### src/rtl/ravan_pkg.sv
// rtl/ravan_pkg.sv - shared types and constants for the RAVAN cipher core
package ravan_pkg;

   typedef enum logic [1:0] {
      IDLE = 2'd0,
      RUN  = 2'd1,
      DONE = 2'd2
   } state_e;

   typedef enum logic {
      ENC = 1'b0,
      DEC = 1'b1
   } mode_e;

   localparam logic [63:0] DEFAULT_SEED = 64'hffda_1234_daae_a339;

   // Feedback taps, counted down from the MSB
   localparam int TAP_HI = 1;
   localparam int TAP_LO = 3;

endpackage

### src/rtl/ravan_mask_lfsr.sv
// rtl/ravan_mask_lfsr.sv - per-block whitening mask generator
module ravan_mask_lfsr
   import ravan_pkg::*;
#(
   parameter int               WIDTH = 64,
   parameter logic [WIDTH-1:0] SEED  = WIDTH'(DEFAULT_SEED)
) (
   input  logic             clk,
   input  logic             rst,
   input  logic             advance,
   output logic [WIDTH-1:0] value
);

   always_ff @(posedge clk) begin
      if (rst) begin
         value <= SEED;
      end else if (advance) begin
         value <= {value[WIDTH-2:0], value[WIDTH-TAP_HI] ^ value[WIDTH-TAP_LO]};
      end
   end

endmodule

### src/rtl/ravan_cipher_core.sv
// rtl/ravan_cipher_core.sv - iterative RAVAN encrypt/decrypt engine, one key-slice step per clock
module ravan_cipher_core
   import ravan_pkg::*;
#(
   parameter int                DATA_W    = 64,
   parameter int                NSLICE    = 8,
   parameter int                ROUNDS    = 21,
   parameter int                ROT       = 7,
   parameter logic [DATA_W-1:0] MASK_SEED = DATA_W'(DEFAULT_SEED)
) (
   input  logic                     clk,
   input  logic                     rst,
   input  logic                     mode,
   input  logic                     in_valid,
   output logic                     in_ready,
   input  logic [DATA_W-1:0]        in_data,
   input  logic [NSLICE*DATA_W-1:0] key,
   output logic                     out_valid,
   input  logic                     out_ready,
   output logic [DATA_W-1:0]        out_data,
   output logic                     busy
);

   localparam int RND_W = (ROUNDS > 1) ? $clog2(ROUNDS) : 1;
   localparam int SLC_W = (NSLICE > 1) ? $clog2(NSLICE) : 1;
   localparam logic [RND_W-1:0] RND_LAST = RND_W'(ROUNDS - 1);
   localparam logic [SLC_W-1:0] SLC_LAST = SLC_W'(NSLICE - 1);

   state_e            state, state_nxt;
   mode_e             mode_r;
   logic [DATA_W-1:0] key_r [NSLICE];
   logic [DATA_W-1:0] m_r, x_r, x_next, lfsr_value, k_s, sum, t;
   logic [RND_W-1:0]  round_cnt;
   logic [SLC_W-1:0]  slice_cnt, slice_idx;
   logic              accept, last_step;

   assign accept    = in_valid && (state == IDLE);
   assign last_step = (state == RUN) && (round_cnt == RND_LAST) && (slice_cnt == SLC_LAST);

   ravan_mask_lfsr #(
      .WIDTH (DATA_W),
      .SEED  (MASK_SEED)
   ) u_mask_lfsr (
      .clk     (clk),
      .rst     (rst),
      .advance (accept),
      .value   (lfsr_value)
   );

   always_ff @(posedge clk) begin
      if (rst) state <= IDLE;
      else     state <= state_nxt;
   end

   always_comb begin
      state_nxt = state;
      case (state)
         IDLE:    if (in_valid)  state_nxt = RUN;
         RUN:     if (last_step) state_nxt = DONE;
         DONE:    if (out_ready) state_nxt = IDLE;
         default: state_nxt = IDLE;
      endcase
   end

   always_comb begin
      in_ready  = (state == IDLE);
      out_valid = (state == DONE);
      busy      = (state == RUN) || (state == DONE);
   end

   // Decrypt walks the slices in reverse so each step undoes the matching encrypt step
   always_comb begin
      slice_idx = (mode_r == DEC) ? (SLC_LAST - slice_cnt) : slice_cnt;
      k_s       = key_r[slice_idx];
      sum       = x_r + k_s;
      t         = x_r ^ m_r;
      if (mode_r == DEC) x_next = {t[ROT-1:0], t[DATA_W-1:ROT]} - k_s;
      else               x_next = {sum[DATA_W-ROT-1:0], sum[DATA_W-1:DATA_W-ROT]} ^ m_r;
   end

   always_ff @(posedge clk) begin
      if (rst) begin
         for (int i = 0; i < NSLICE; i++) key_r[i] <= '0;
         mode_r    <= ENC;
         m_r       <= '0;
         x_r       <= '0;
         round_cnt <= '0;
         slice_cnt <= '0;
         out_data  <= '0;
      end else if (accept) begin
         for (int i = 0; i < NSLICE; i++) key_r[i] <= key[i*DATA_W +: DATA_W];
         mode_r    <= mode_e'(mode);
         m_r       <= lfsr_value;
         x_r       <= in_data ^ lfsr_value;
         round_cnt <= '0;
         slice_cnt <= '0;
      end else if (state == RUN) begin
         x_r <= x_next;
         if (slice_cnt == SLC_LAST) begin
            slice_cnt <= '0;
            round_cnt <= round_cnt + 1'b1;
         end else begin
            slice_cnt <= slice_cnt + 1'b1;
         end
         if (last_step) out_data <= x_next ^ m_r;
      end
   end

endmodule
### config.mk
export PLATFORM = sky130hd
export DESIGN_NAME = ravan_cipher_core
export DESIGN_NICKNAME = d
export VERILOG_FILES = /design/src/rtl/ravan_pkg.sv /design/src/rtl/ravan_mask_lfsr.sv /design/src/rtl/ravan_cipher_core.sv
export SDC_FILE = /design/constraint.sdc
export NUM_CORES = 2
export LEC_CHECK = 0
export ABC_AREA = 0
export CAP_MARGIN = 25
export CORE_UTILIZATION = 45
export DETAILED_ROUTE_END_ITERATION = 12
export GPL_TIMING_DRIVEN = 0
export HOLD_SLACK_MARGIN = 0.08
export PLACE_DENSITY = 0.68
export SYNTH_ARGS = -nofsm -noshare
export SYNTH_HDL_FRONTEND = slang
export SYNTH_SLANG_ARGS = --single-unit
export TNS_END_PERCENT = 100
### constraint.sdc
create_clock -name clk -period 57.7 [get_ports clk]
set_input_delay 11.54 -clock clk [delete_from_list [all_inputs] [get_ports clk]]
set_output_delay 11.54 -clock clk [all_outputs]
set_load 0.02 [all_outputs]
* Word-level counts from Yosys, hierarchy flattened
Memory sizes are Yosys's and may differ from the RTL's.
Index checks and enable logic that the tools add are counted.
** Cells by class
- Muxes and demuxes :: 22
- $add $sub $neg :: 5
- Bitwise operators :: 14
- Reduce and logical (&&, ||, !) cells :: 10
- Equal/unequal tests :: 7
** Operators with widths (count)
- $mux 64 :: 11
- $xor 64x64->64 :: 4
- $add 64x64->64 :: 1
- $sub 64x64->64 :: 1
- $or 1x1->1 :: 8
- $mux 2 :: 3
- $mux 3 :: 2
- $pmux 2 s3 :: 1
- $reduce_and 3->1 :: 2
- $add 5x1->5 const B :: 1
- $eq 5x5->1 const B :: 1
- $mux 1 :: 5
- $ne 2x2->1 const B :: 2
- $add 3x1->3 const B :: 1
- $eq 3x3->1 const B :: 1
- $logic_and 1x1->1 :: 3
- $sub 3x3->3 const A :: 1
- $eq 2x1->1 const B :: 1
- $eq 2x2->1 const B :: 1
- $logic_not 2->1 :: 1
- $ne 2x1->1 const B :: 1
- $reduce_and 2->1 :: 1
- $reduce_bool 2->1 :: 1
- $reduce_or 2->1 :: 1
- other kinds (3) :: 3
** Storage, ports and cells
- Bits of input ports :: 581
- Bits in registers :: 267
- RAM bits :: 512
- Logic and storage cells :: 67
- Memories kept :: 1
- Output and inout bits :: 67
** Memories
- key_r :: depth 8, width 64, rd ports 1, clocked after memory_dff 0, wr ports 8, line ravan_cipher_core.sv:31 : logic [DATA_W-1:0] key_r [NSLICE];

* Logic depth before layout (Yosys ltp)
An unclocked memory read counts as a cell.
- Depth in word-level cells :: 8
- Gate-level depth with buffers :: 21

* Modules after synthesis
Synthesis repeated with hierarchy kept, for this count alone.
** Second synthesis, totals
- Cell total of the unflattened synthesis :: 4102
- Area total of the unflattened synthesis :: 44036.0 um^2
** By module, submodules not included
- ravan_cipher_core :: cells an instance 3895, area each 41763.8 um^2, times used 1
- ravan_mask_lfsr :: cells an instance 207, area each 2272.2 um^2, times used 1

* Worst setup path after synthesis
Ideal clock, no wire load.
- Kind :: input port to flip-flop
- From :: input rst
- To :: memory key_r[0][0] (enable)
- Path slack :: 30590 ps
- Data arrival time :: 26035 ps
- Stages :: 4
- Setup time :: 1075 ps
- Path through :: clkbuf_1 -> nor2_1 -> clkinv_1 -> clkbuf_1
** RTL lines
- from (decl) :: line ravan_cipher_core.sv:12 : input logic rst,
- to (decl) :: line ravan_cipher_core.sv:31

==> results_dict.tcl <==
set metrics [dict create \
    path_common_cell "buf_16" \
    reg2reg_depth 21 \
    syn-cell-area_um2 42800 \
    synth_seq_area_share 0.471 \
    hold_depth 2 \
    cp-end-kind "register" \
    die_y_um 310 \
    numClockSinks 751 \
    synth_fp_nets 4758 \
    ys_warn_count 0 \
    cts_tree "done" \
    syn_inst 4031 \
    clk_pin_slew_ns 0.06 \
    grt_pass1_vias 36200 \
    htreeDepth 3 \
    slowest_stage "clkbuf_4" \
    nets 5526 \
    status "complete, no violations" \
    hold_path.class "register to register" \
    antenna_found_initial 55 \
    top_usage_layer "met2" \
    slew_headroom 0.183 \
    synth_top_cell_by_area "edfxtp_1" \
    ys_ff_latch 751 \
    syn_area_per_cell_um2 10.6 \
    peakVddDrop_mv 0.0217 \
    ctsResizeCount 0 \
    globalRouteOverflowTotal 0 \
    rsz0062_at_grt "no" \
    drt_iter0_markers 4827 \
    fmax_mhz 64.2 \
    drcViolationCount 0 \
    root_buffer "clkbuf_16" \
    worstSetupStartpointType "input port" \
    holdPathEnd "out_data[20]" \
    routed_wl_mm 199 \
    netlist.area_leader.share 0.359 \
    stdcell_area_um2 54300 \
    fin_crit_sh 0.270 \
    avgViaCountPerCell 6.16 \
    post-cts-setup-buffer-count 0 \
    area_delta_synth_final_pct 26.9 \
    vias 38000 \
    timing.rr.end "out_data[5]" \
    die_w_um 310 \
    finalSetupTns_ns 0 \
    wl_per_cell_um 32.2 \
    final_hold_viol_count 0 \
    first_pass_iters 9 \
    async_flop_share 0 \
    holdBufCountCts 0 \
    grt.met1_usage 0.526 \
    cts_buffer_depth 3 \
    portBuffers 647 \
    whs_ns 0.458 \
    grt_pass1_wl_mm 271 \
    crit-reg2reg-launch "mode_r" \
    grt_max_degree 69 \
    drive_gt1_frac 0.0844 \
    crit_required_ns 58.06 \
    fill_cells 8038 \
    use_met2 0.653 \
    maxCapViolations 0 \
    ant_nets 0 \
    slew_violations 0 \
    power.leakage_nw 21.9 \
    post_dp_cell_area_um2 51400 \
    worst_pin_slew_ns 1.23 \
    synthTopCellsByArea "edfxtp_1 (36%), dfxtp_1 (11%), mux4_2 (6.7%)" \
    slowest_delay_ns 0.74 \
    met3_usage 0.0734 \
    dieArea_um2 96300 \
    rows 112 \
    fin_skew_ns 0.0216 \
    cts_buffers 85 \
    ff2ff_setup_slack_ns 49.06 \
    place_congestion 1.02 \
    min_period_ns 15.59 \
    cp_max_fo 68 \
    groute.usage.overall 0.405 \
    power_density_nw_per_um2 37.8 \
    dp_hpwl_mm 158 \
    io_pins 648 \
    critical_path_class "input port to register" \
    synth-main-ff-cell "edfxtp_1" \
    core_um2 93700 \
    setup_viol_count_final 0 \
    synth_cell_types 95 \
    crit_arrival_ns 15.95 \
    crit_chain "clkdlybuf4s50_1 > and2_1 > clkbuf_1 > nor2_1 > clkinv_1 > clkbuf_4 > buf_16 > buf_16 > buf_16 > buf_16 > buf_12" \
    clock_latency_ns 0.69 \
    start_util 0.456 \
    min-delay-start "out_data[20]" \
    synth_edf_count 512 \
]
[Yosys cell counts (all sizes together) (52+ instances only)]
cell type / n
a21oi: 335
xor2: 163
nand2: 337
buf: 52
nor2b: 138
clkbuf: 261
mux2i: 63
a21o: 74
ha: 144
xnor2: 184
and3: 413
o21ai: 126
nor2: 198
edfxtp: 512
inv: 102
dfxtp: 239
a211oi: 66
mux4: 128
[worst max-delay path, delay by kind of cell]
kind,cells,cell delay (ns)
buf+inv,9,3.86
simple gates,2,0.32
[cells in the final DEF (no fill, tap or decap), types with 86 or more instances in the layout]
cell type and instances:
clkdlybuf4s50_1 647, mux4_2 128, nor2_1 198, xnor2_1 184
clkbuf_16 86, clkbuf_1 269, ha_1 144, nand2_1 337
xor2_1 162, nor2b_1 138, inv_1 101, and3_1 413
o21ai_0 119, dfxtp_1 239, edfxtp_1 512, a21oi_1 331
[where the power goes]
group | switching [W] | leakage (nW) | internal, W
Combinational | 0.000535 | 13.1 | 0.000305
Sequential | 0.0000325 | 7.50 | 0.000633
Clock | 0.000244 | 1.33 | 0.000305
[metal layers]
metal  wire length [µm]  part of all wire
met5                153           0.00077
met4               9580             0.048
met3              18700             0.094
met2              93400              0.47
met1              77000              0.39
[registers in the layout, indices dropped and copies added (netlist names)]
signal	flops
state	2
out_data	64
u_mask_lfsr.value	36
slice_cnt	3
x_r	64
m_r	64
mode_r	1
round_cnt	5
key_r	512
[how the worst max path moves through the flow]
stage / slack, ns / start / endpoint
after global routing: 42.07 / rst / key_r[6][44]
after global placement: 23.76 / rst / key_r[2][45]
final: 42.11 / in_valid / key_r[4][49]
after floorplan: 30.59 / rst / key_r[0][0]
after CTS: 42.35 / rst / key_r[4][40]
after detailed placement: 41.65 / rst / key_r[4][42]
[through the flow]
step / setup WS [ns] / total power, W / instances / utilization
finish: 42.11 / 0.00205 / 6171 / 0.579
global route: 42.07 / 0.00212 / 6162 / 0.579
CTS: 42.35 / 0.00203 / 6120 / 0.577
detailed placement: 41.65 / 0.00149 / 5962 / 0.548
global placement: 23.76 / 0.00151 / 5932 / 0.542
floorplan: 30.59 / 0.00119 / 4031 / -
[cell type report]
class / instances / area (µm²) / share of cell area
multi-input combinational: 2861 / 21000 / 0.386
sequential: 751 / 20200 / 0.371
clock buffer: 104 / 2270 / 0.0418
buffer: 315 / 1280 / 0.0235
timing repair buffer: 681 / 7070 / 0.130
tap: 1254 / 1570 / 0.0289
clock inverter: 54 / 483 / 0.00889
antenna: 47 / 118 / 0.00217
inverter: 104 / 390 / 0.00719
[logic make-up after synthesis]
family | Yosys count | share of synthesized area
AOI/OAI and AO/OA | 815 | 0.121
xor gates and xnor gates | 347 | 0.0710
adders and majority gates | 146 | 0.0431
buffers and inverters | 419 | 0.0389
DFF | 751 | 0.471
muxes | 237 | 0.0942
and+or+nand+nor | 1316 | 0.161
No activity file was read; power rests on OpenSTA's default activity.
